## src/rtl/pm_msg_pkg.sv

```systemverilog
// rtl/pm_msg_pkg.sv - PM sideband message codes and PM handshake FSM states
// Shared by the PM entry responder and initiator.
package pm_msg_pkg;

    localparam logic [3:0] MSG_REQ_L1    = 4'd2;
    localparam logic [3:0] MSG_REQ_L2    = 4'd3;
    localparam logic [3:0] MSG_RSP_PMNAK = 4'd9;
    localparam logic [3:0] MSG_RSP_L1    = 4'd10;
    localparam logic [3:0] MSG_RSP_L2    = 4'd11;

    typedef enum logic [2:0] {
        ST_IDLE,
        ST_WAIT_REQ,
        ST_SEND_RSP,
        ST_WAIT_DONE,
        ST_DONE
    } pm_state_t;

    function automatic logic is_pm_req(input logic [3:0] code);
        return (code == MSG_REQ_L1) || (code == MSG_REQ_L2);
    endfunction

    // Agreed state is the shallower of the two requests; no local request means NAK.
    function automatic logic [3:0] pick_rsp(input logic local_req, input logic local_l2,
                                            input logic [3:0] remote_code);
        if (!local_req)
            return MSG_RSP_PMNAK;
        if (local_l2 && (remote_code == MSG_REQ_L2))
            return MSG_RSP_L2;
        return MSG_RSP_L1;
    endfunction

endpackage

```

## src/rtl/pm_timeout_counter.sv

```systemverilog
// rtl/pm_timeout_counter.sv - saturating wait counter, expires at TIMEOUT_CYCLES-1
module pm_timeout_counter #(
    parameter int TIMEOUT_CYCLES = 800,
    parameter int CNT_W          = 16
) (
    input  logic i_clk,
    input  logic i_rst,
    input  logic i_clear,
    input  logic i_enable,
    output logic o_expired
);

    logic [CNT_W-1:0] r_cnt;

    always_ff @(posedge i_clk or posedge i_rst) begin
        if (i_rst)
            r_cnt <= '0;
        else if (i_clear)
            r_cnt <= '0;
        else if (i_enable && !o_expired)
            r_cnt <= r_cnt + 1'b1;
    end

    assign o_expired = (r_cnt == CNT_W'(TIMEOUT_CYCLES - 1));

endmodule

```

## src/rtl/pm_entry_responder.sv

```systemverilog
// rtl/pm_entry_responder.sv - answers a remote PM entry request over sideband
// Optional WAIT_REQ timeout is built only when PM_RSP_TIMEOUT_EN is defined.
module pm_entry_responder
    import pm_msg_pkg::*;
#(
    parameter int TIMEOUT_CYCLES = 800,
    parameter int CNT_W          = 16
) (
    input  logic       i_clk,
    input  logic       i_rst,
    input  logic       i_en,
    input  logic       i_local_pm_req,
    input  logic       i_local_req_L1_or_L2,
    input  logic       i_msg_valid,
    input  logic [3:0] i_msg_no,
    input  logic       i_msg_done,
    output logic       o_msg_valid,
    output logic [3:0] o_msg_no,
    output logic       o_test_done,
    output logic       o_pm_nak,
    output logic       o_entered_L1,
    output logic       o_entered_L2,
    output logic       o_timeout
);

    if (TIMEOUT_CYCLES < 1 || TIMEOUT_CYCLES >= 2**CNT_W) begin : g_bad_cfg
        $error("pm_entry_responder: TIMEOUT_CYCLES must fit in CNT_W bits");
    end

    pm_state_t  r_state;
    pm_state_t  w_next;
    logic [3:0] r_rsp_no;
    logic       w_req_hit;
    logic       w_expired;

    assign w_req_hit = i_msg_valid && is_pm_req(i_msg_no);

`ifdef PM_RSP_TIMEOUT_EN
    logic r_timeout;

    pm_timeout_counter #(
        .TIMEOUT_CYCLES(TIMEOUT_CYCLES),
        .CNT_W         (CNT_W)
    ) u_timeout (
        .i_clk    (i_clk),
        .i_rst    (i_rst),
        .i_clear  (r_state != ST_WAIT_REQ),
        .i_enable (r_state == ST_WAIT_REQ),
        .o_expired(w_expired)
    );

    always_ff @(posedge i_clk or posedge i_rst) begin
        if (i_rst)
            r_timeout <= 1'b0;
        else if (r_state == ST_IDLE)
            r_timeout <= 1'b0;
        else if (r_state == ST_WAIT_REQ && i_en && !w_req_hit && w_expired)
            r_timeout <= 1'b1;
    end

    assign o_timeout = (r_state == ST_DONE) && r_timeout;
`else
    assign w_expired = 1'b0;
    assign o_timeout = 1'b0;
`endif

    always_ff @(posedge i_clk or posedge i_rst) begin
        if (i_rst)
            r_state <= ST_IDLE;
        else
            r_state <= w_next;
    end

    always_comb begin
        w_next = r_state;
        case (r_state)
            ST_IDLE:      if (i_en) w_next = ST_WAIT_REQ;
            ST_WAIT_REQ:  if (w_req_hit) w_next = ST_SEND_RSP;
                          else if (w_expired) w_next = ST_DONE;
            ST_SEND_RSP:  w_next = ST_WAIT_DONE;
            ST_WAIT_DONE: if (i_msg_done) w_next = ST_DONE;
            ST_DONE:      w_next = ST_DONE;
            default:      w_next = ST_IDLE;
        endcase
        if (!i_en)
            w_next = ST_IDLE;
    end

    // Response code is cleared in IDLE so a timed-out DONE reports no agreed state.
    always_ff @(posedge i_clk or posedge i_rst) begin
        if (i_rst)
            r_rsp_no <= '0;
        else if (r_state == ST_IDLE)
            r_rsp_no <= '0;
        else if (r_state == ST_WAIT_REQ && i_en && w_req_hit)
            r_rsp_no <= pick_rsp(i_local_pm_req, i_local_req_L1_or_L2, i_msg_no);
    end

    always_comb begin
        o_msg_valid  = (r_state == ST_SEND_RSP) || (r_state == ST_WAIT_DONE);
        o_msg_no     = o_msg_valid ? r_rsp_no : 4'd0;
        o_test_done  = (r_state == ST_DONE);
        o_pm_nak     = (r_state == ST_DONE) && (r_rsp_no == MSG_RSP_PMNAK);
        o_entered_L1 = (r_state == ST_DONE) && (r_rsp_no == MSG_RSP_L1);
        o_entered_L2 = (r_state == ST_DONE) && (r_rsp_no == MSG_RSP_L2);
    end

endmodule

```

## config.mk

```make
export PLATFORM = sky130hd
export DESIGN_NAME = pm_entry_responder
export DESIGN_NICKNAME = d
export VERILOG_FILES = /design/src/rtl/pm_msg_pkg.sv /design/src/rtl/pm_timeout_counter.sv /design/src/rtl/pm_entry_responder.sv
export SDC_FILE = /design/constraint.sdc
export NUM_CORES = 1
export LEC_CHECK = 0
export CORE_MARGIN = 1
export CORE_UTILIZATION = 30
export CTS_BUF_LIST = sky130_fd_sc_hd__clkbuf_16
export DETAILED_ROUTE_END_ITERATION = 12
export PLACE_DENSITY_LB_ADDON = 0.15
export SLEW_MARGIN = 15
export SYNTH_ARGS = -nofsm -noshare
export SYNTH_HDL_FRONTEND = slang
export SYNTH_SLANG_ARGS = --single-unit
export TNS_END_PERCENT = 100
```

## constraint.sdc

```tcl
create_clock -name i_clk -period 3.3 [get_ports i_clk]
set_input_delay 0.33 -clock i_clk [delete_from_list [all_inputs] [get_ports i_clk]]
set_output_delay 0.33 -clock i_clk [all_outputs]
set_load 0.1 [all_outputs]
```

==> results.md, run 1 <==
* Overall power at 0.0003041 W
* Outcome: finished clean
* Fraction of synthesized area in multiplexers at under 10%
* Fraction of registers with async set/reset at 100.0%
* Top post-synthesis cells by area: dfrtp_1, nand4b_4, and2_1
* Post-CTS sizing at 0
* Clk sink count at 6
* Post-synthesis register bit count at 6
* Startpoint types: register
* Clock buffer depth at 2
* Req. time, crit path at 2970 ps
* Layout cells sized above 1 at approximately a quarter
* Mapped Avg Cell Area at ~9.9 µm²
* Hpwl dp at 595.3 µm
* CP max FO at 7
* DRT iter0 DRCs at 7
* Total grt overflow at 0
* RSZ-0062 raised after global routing: no
* Leading area contributor after synthesis: dfrtp_1
* Compound-Gate Fraction of Synth Area at between 10% and 20%
* Yosys top cell area share at about two fifths
* DRC violations left at 0
* Setup tns final at 0 ps
* CTS Buf Count at 3
* Initial core utilization at between 30% and 40%
* Post-route ant nets at 0
* Syn. warnings at 0
* Yosys cell types at 23
* Cell Area, Synth at approximately 390 µm²
* Arrival time at the worst endpoint at approximately 1500 ps
* Clk_lat worst skew at approximately 220 ps
* First-pass GRT wire length at 1.304 mm
* Final hold violation count at 0
* Post-synth EDFFs at 0
* Critical path buffers and inverters at 1
* Buffers on Ports at 18
* Pin count of the biggest net entering global routing at 8
* Sequential share of the synthesized area at approximately two fifths
* Max-slew violations at 0
* Routed wire length at between 700 and 800 µm
* Wirelength per Cell at approximately 10 µm
* Clk root buf: clkbuf_16
* Final setup vio count at 0
* Hold buffers post-CTS at 0
* Core area at 1156 µm²
* Via count at about 330
* Number of global-route vias before repair at between 200 and 300
* Routability cong. at about 0.7
* Most common library cells after synthesis: dfrtp_1, and2_1, nand2_1, nor2_1, nor2b_1
* Chip Width at between 30 and 40 µm
* Antenna diodes at 0
* Synthesis-to-layout area growth at 61.27%
* Fill count at between 90 and 100
* Router iterations before antenna repair at 4
* Largest family of logic cells by synthesized area: simple AND/OR/NAND/NOR gates
* Max Freq at 0.5627 GHz
* Die Area at 1463 µm²
* Critical path's top delay family: simple AND/OR/NAND/NOR gates
* Total global-route track usage at roughly 14%
* Final std cells w/o fill at 74
* Critical Path, Cell by Cell: and4bb_2, and3_1, buf_4
* Post-Synthesis Cells at 40
* Post-synthesis xor/xnor area fraction at 0%
* Hold slack at 318.2 ps
* CP peak stage delay at 430 ps
* # nets final at 73
* Hold Crit Class: in -> async
* H-tree level count at 1
* Die Y at ~38 µm
* Vias per cell at roughly 4.5
* IO Count at 21
* Worst-path clk slew at approximately 30 ps
* CP max-delay cell: dfrtp_1
* Period utilisation layout at 53.86%
* # rows at 12
* Max Cap Viol at 0
* Crit Path Class: reg -> out
* Synth Flop Type: dfrtp_1
* Post-CTS setup buffers at 0
* Crit. End Element: output pin
* Adder-cell share of the synthesized area at 0%
* TritonCTS clock tree: yes
* PD cells at ~480 nW/µm²
* Tmin final at 1777 ps
* Worst VDD drop at between 0.2 and 0.3 mV
* Placed cell count at 71
* Initial antenna violation count at 0
* Synth Area in Simple Gates at 38.41%
* Clock skew at 0.3731 ps
* Leak at 0.3342 nW
* Count leader, synth: dfrtp_1
layout by cell type (no fill, tap or decap):
cell type	synthesis	layout
a21boi_0	1	1
nor3b_1	1	1
clkbuf_16	0	3
buf_4	2	8
dfrtp_1	6	6
and3_1	1	1
o21a_1	1	1
nand2_1	3	3
nor3_1	1	1
a31o_2	1	1
nand2b_1	2	2
nor2_1	3	3
a22oi_1	1	1
nand4b_4	1	1
and4bb_2	1	1
and4bb_4	1	1
inv_1	2	2
conb_1	1	2
and2b_1	1	1
mux2i_1	1	1
a21oi_1	2	2
nor2b_1	3	3
clkdlybuf4s50_1	0	10
mux2_4	1	1
and2_1	3	3
worst register-to-register path: stages (launching register included):
cell and delay [ps]:
dfrtp_1 430, and4bb_4 370, nand4b_4 130, mux2_4 310
metrics by stage:
step	area, µm²	utilization, %	worst slack [ps]
after floorplan	397.9	-	207.4
after global placement	560.5	48.48	1657
after detailed placement	560.5	48.48	1654
after CTS	635.6	54.98	1512
after global routing	635.6	54.98	1467
final	635.6	54.98	1523
sequential cells by signal, summed over array words and instances (netlist names):
| name | flops |
|---|---|
| r_rsp_no | 3 |
| r_state | 3 |
routing by layer:
metal | track usage (%) | wire (µm)
met4 | 10.71 | 19
met5 | 0 | 0
met3 | 5.233 | 72
met1 | 18.32 | 362
met2 | 17.37 | 287
power by group:
group	internal (W)	leakage, nW	switching, W	total (W)
combinational	0.0000154	0.216	0.0000196	0.0000351
clock	0.000155	0.0370	0.0000362	0.000191
sequential	0.0000756	0.0813	0.00000215	0.0000778
total	0.000246	0.334	0.0000580	0.000304
area by class of cell:
class | instances | area (µm²) | share of cell area (%)
multi-input combinational | 31 | 225.2 | 35.43
timing repair buffer | 18 | 160.2 | 25.20
sequential | 6 | 150.1 | 23.62
clock buffer | 3 | 75.07 | 11.81
tap | 14 | 17.52 | 2.756
inverter | 2 | 7.507 | 1.181
final timing paths:
check                                  from           end  slack (ps)  depth (start not counted)
min in group i_clk              r_rsp_no[3]   r_rsp_no[3]         540                          2
worst max register to register   r_state[1]   r_rsp_no[1]        1940                          3
worst min register to register  r_rsp_no[3]   r_rsp_no[3]         540                          2
max in group asynchronous             i_rst    r_state[1]        2790                          2
worst min-delay path                  i_rst   r_rsp_no[0]         320                          2
worst max-delay path             r_state[1]  o_entered_L2        1520                          3
logic make-up (layout without fill, tap and decap cells):
| logic type | after synthesis | in the layout |
|---|---|---|
| compound gates | 6 | 6 |
| mux | 2 | 2 |
| flops | 6 | 6 |
| buf+inv | 4 | 23 |
| simple gates | 21 | 21 |
| other cells | 1 | 2 |
No activity file was read; power rests on OpenSTA's default activity.
==> run 2: changes to the inputs <==
- clock period: 3.3 -> 1.5 ns (I/O delays scaled with it)
==> results.md, run 2 (synthesis results as in run 1) <==
* Buffers on Ports at 18
* Biggest regs: r_rsp_no (3), r_state (3)
* Seq. cell area at approximately 150 µm²
* Final critical-path setup slack at approximately 10 ps
* Period utilisation layout at between 90% and 100%
* Die Area at roughly 1500 µm²
* Place WS at about 25 ps
* Antenna diodes at 0
* Final setup vio count at 0
* Worst VDD drop at ~0.8 mV
* Worst-path clk slew at 30 ps
* Arrival time at the worst endpoint at roughly 1300 ps
* Clock skew at ~1.0 ps
* TritonCTS clock tree: yes
* Pin count of the biggest net entering global routing at 7
* Initial core utilization at 34.09%
* GRT met3 Usage at under 10%
* IO Count at 21
* Chip Width at approximately 38 µm
* Total global-route track usage at 15.13%
* Met2 global-route usage at 19.92%
* Met1 Use GR at between 20% and 30%
* Req. time, crit path at 1350 ps
* # rows at 12
* Crit. End Element: output pin
* Most common cell after layout, fill and taps aside: clkdlybuf4s50_1
* Clk sink count at 6
* Hpwl dp at 629.6 µm
* H-tree level count at 1
* Router iterations before antenna repair at 4
* Register-to-Register Setup Slack at 60 ps
* # nets final at 76
* PD cells at roughly 860 nW/µm²
* Vias per cell at 4.436
* Max Cap Viol at 0
* Setup tns final at 0 ps
* CP max FO at 3
* Clk root buf: clkbuf_16
* DRC violations left at 0
* Fill count at just under 80
* Via count at ~350
* Clock buffer depth at 2
* Post-route ant nets at 0
* Startpoint types: register
* Max-slew violations at 0
* Routability cong. at 0.7375
* Synthesis-to-layout area growth at 104.4%
* Core area at around 1200 µm²
* CTS Buf Count at 3
* Initial antenna violation count at 0
* Most Used Layer, Global Route: met1
* Clk_lat worst skew at 230 ps
* Multi-input logic area at between 200 and 300 µm²
* RSZ-0062 raised after global routing: yes
* Routed wire length at ~820 µm
* Layout cells sized above 1 at slightly below 50%
* Max Freq at between 0.6 and 0.7 GHz
* First-pass GRT wire length at approximately 1.5 mm
* Leak at about 0.38 nW
* Wirelength per Cell at about 11 µm
* DRT iter0 DRCs at 10
* Total grt overflow at 0
* Outcome: finished clean
* Commonest cells after routing, fill and taps aside: clkdlybuf4s50_1, buf_12
* Die Y at 38.25 µm
* Crit Path Class: reg -> out
* Tmin final at between 1000 and 1500 ps
* Hold Crit Class: in -> async
* Number of global-route vias before repair at 350
* Final hold violation count at 0
-- run 2: cell count changes in the layout (fill, tap and decap cells not counted), moves of 2 or more --
cell,delta
dfrtp_1,-3
and2_1,-3
buf_4,-5
dfrtp_2,+3
and2_4,+3
buf_12,+8
nor2_1,-2
-- run 2: through the flow --
| stage | std cells | utilization [%] | total power (W) | area [µm²] | hold slack, ps |
|---|---|---|---|---|---|
| 2_1_floorplan | 41 | - | 0.0002240 | 431.7 | -59.11 |
| 3_3_place_gp | 71 | 60.06 | 0.0002539 | 694.4 | 373.2 |
| 6_report | 78 | 69.70 | 0.0006942 | 805.8 | 137.1 |
| 3_5_place_dp | 71 | 60.06 | 0.0002543 | 694.4 | 374.8 |
| 5_1_grt | 78 | 69.70 | 0.0007174 | 805.8 | 164.4 |
| 4_1_cts | 78 | 69.70 | 0.0007048 | 805.8 | 140.5 |
-- run 2: path summary, 6_finish.rpt --
path,depth (start not counted),start,end
worst min register to register,2,r_rsp_no[3],r_rsp_no[3]
max in group asynchronous,2,i_rst,r_state[2]
worst max-delay path,4,r_state[0],o_pm_nak
min in group i_clk,2,r_rsp_no[3],r_rsp_no[3]
worst max register to register,4,r_state[1],r_rsp_no[1]
worst min-delay path,2,i_rst,r_state[1]
-- run 2: critical path, cell delays in order (launching register included) --
cell	delay, ps
dfrtp_2	390
and4bb_2	330
nand2_1	70
nor2_2	130
buf_12	190
-- run 2: power breakdown --
part            total, W  internal, W  leakage, nW  switching (W)
Sequential      0.000170     0.000167       0.0770     0.00000293
Combinational  0.0000873    0.0000393        0.259      0.0000480
Clock           0.000437     0.000346       0.0423      0.0000917
Total           0.000694     0.000552        0.378       0.000143
-- run 2: final cells by class --
type / instances / area share, %
Timing Repair Buffer: 21 / 35.09
Sequential cell: 6 / 19.10
Tap cell: 14 / 2.174
Inverter: 2 / 0.9317
Clock buffer: 3 / 9.317
Clock inverter: 1 / 0.4658
Multi-Input combinational cell: 31 / 32.92
-- run 2: repair_timing --
action | 4_1_cts | 5_1_grt
buffers inserted | 3 | 0
setup endpoints to repair | 3 | 3
hold buffers | 0 | 0
pin swaps | 2 | 1
gates resized for setup | 4 | 0
-- run 2: per-layer routing --
metal  wire, µm  share of wire (%)  up-vias
li1           -                  -      182
met1        415                 50      151
met2        359                 44       13
met3         47                5.7        0
met4          0                  0        0
met5          0                  0        -
==> run 3: changes to the inputs <==
--- a/config.mk
+++ b/config.mk
@@ -12,2 +12,3 @@
 export PLACE_DENSITY_LB_ADDON = 0.15
+export SKIP_LAST_GASP = 1
 export SLEW_MARGIN = 15
==> constraint.sdc (replaced) <==
create_clock -name i_clk -period 1.5 [get_ports i_clk]
set_input_delay 0.225 -clock i_clk [delete_from_list [all_inputs] [get_ports i_clk]]
set_output_delay 0.225 -clock i_clk [all_outputs]
set_load 0.1 [all_outputs]
==> results.md, run 3 (synthesis results as in run 1) <==
* Sw Ratio at 20.18%
* Critical path buffers and inverters at 1
* Req. time, crit path at approximately 1300 ps
* Clk root buf: clkbuf_16
* IO Count at 21
* Tmin final at roughly 1600 ps
* R2R depth at 4
* Max-slew violations at 0
* Hold slack at 208.6 ps
* Crit Path Class: reg -> out
* CTS Buf Count at 3
* RSZ-0062 raised after global routing: yes
* DRC violations left at 0
* Routed wire length at around 850 µm
* H-tree level count at 1
* Max Cap Viol at 0
* Core area at 1156 µm²
* Biggest regs: r_rsp_no (3), r_state (3)
* Worst VDD drop at around 0.86 mV
* Setup tns final at -209.2 ps
* Internal power at 0.0005547 W
* Total grt overflow at 0
* Crit. End Element: output pin
* Final hold violation count at 0
* Final core utilization at roughly 72%
* Pin count of the biggest net entering global routing at 7
* Routability cong. at 0.7880
* Critical Path, Cell by Cell: and4bb_2, nand2_1, nor2_4, buf_12
* CP peak stage delay at around 400 ps
* Sequential share of power at 24.5%
* Die Y at roughly 38 µm
* Most common cell after layout, fill and taps aside: clkdlybuf4s50_1
* CP max-delay cell: dfrtp_1
* Buffers on Ports at 18
* Outcome: finished with violations
* Final critical-path setup slack at -72.18 ps
* Final setup vio count at 3
* Commonest cells after routing, fill and taps aside: clkdlybuf4s50_1, buf_12, buf_4
* Failing checks: setup timing
* Leak at between 0.3 and 0.4 nW
* Clk sink count at 6
* Period utilisation layout at 104.8%
* Hpwl dp at about 670 µm
* Critical path's top delay family: simple AND/OR/NAND/NOR gates
* Hold buffers post-CTS at 0
* Wirelength per Cell at between 10 and 15 µm
* TritonCTS clock tree: yes
* Total global-route track usage at roughly 15%
* Worst-path clk slew at roughly 30 ps
* Clock buffer depth at 2
* Hold Crit Class: in -> async
* Initial core utilization at between 30% and 40%
* Sw Pwr at ~0.00014 W
* CP max FO at 4
* First-pass GRT wire length at between 1 and 1.5 mm
* # rows at 12
* Router iterations before antenna repair at 2
* Place WS at -41.08 ps
* Max Freq at between 0.6 and 0.7 GHz
* Post-route ant nets at 0
* Arrival time at the worst endpoint at around 1400 ps
* Chip Width at about 38 µm
* Clock skew at 1.570 ps
* Comb pwr share at between 10% and 20%
* Die Area at about 1500 µm²
* # nets final at 80
* Synthesis-to-layout area growth at 112.4%
* Initial antenna violation count at 0
* Fill count at 82
* Crit path depth at 4
* Via count at about 370
* Layout cells sized above 1 at between 40% and 50%
* Clk_lat worst skew at around 230 ps
* Clock Power Share at about 62%
* Vias per cell at about 4.5
* PD cells at 830.1 nW/µm²
* Startpoint types: register
* Number of global-route vias before repair at 317
* Antenna diodes at 0
* DRT iter0 DRCs at 4
-- run 3: worst register-to-register path: stages (launching register included) --
cell	delay, ps
dfrtp_2	400
buf_4	150
and4bb_4	320
nand4b_4	130
mux2_4	310
-- run 3: stage by stage --
stage	std cells	cell area, µm²	total power (W)
4_1_cts	80	822.0	0.0007019
3_5_place_dp	73	719.4	0.0002590
5_1_grt	82	837.1	0.0007289
6_report	82	837.1	0.0006948
3_3_place_gp	73	719.4	0.0002586
2_1_floorplan	41	441.7	0.0002243
-- run 3: power by group through the flow --
stage | Sequential [W] | Clock, W | Combinational, W
after floorplan | 0.000173 | 0 | 0.0000511
after global placement | 0.000173 | 0 | 0.0000856
after detailed placement | 0.000173 | 0 | 0.0000861
after CTS | 0.000170 | 0.000441 | 0.0000907
after global routing | 0.000170 | 0.000461 | 0.0000970
final | 0.000170 | 0.000433 | 0.0000914
-- run 3: final timing paths --
check / from / end / slack, ps
hold / removal: i_rst / r_state[0] / 210
setup reg to reg: r_state[1] / r_rsp_no[1] / 70
min in group i_clk: r_rsp_no[3] / r_rsp_no[3] / 520
hold reg to reg: r_rsp_no[3] / r_rsp_no[3] / 520
setup / recovery: r_state[0] / o_pm_nak / -70
max in group asynchronous: i_rst / r_state[2] / 1090
-- run 3: final cells by class --
type,count,area [µm²],share of cell area [%]
clock buffers,3,75.07,8.969
inverters,2,7.507,0.8969
flip-flops and latches,6,152.6,18.24
repair buffers,25,312.8,37.37
clock inverters,1,3.754,0.4484
well taps,14,17.52,2.093
multi-input cells,31,267.8,31.99
-- run 3: what timing repair did --
item / 4_1_cts / 5_1_grt
buffers inserted: 3 / 2
setup endpoints to repair: 3 / 7
cloned: 0 / 0
pin swaps: 1 / 1
gates resized for setup: 1 / 0
-- run 3: metal layers --
| metal | wire length, µm | vias up | global-route usage [%] |
|---|---|---|---|
| met1 | 423 | 160 | 21.61 |
| met4 | 31 | 0 | 16.07 |
| met3 | 47 | 5 | 3.488 |
| met2 | 351 | 14 | 18.22 |
| li1 | - | 188 | - |
| met5 | 0 | - | 0 |
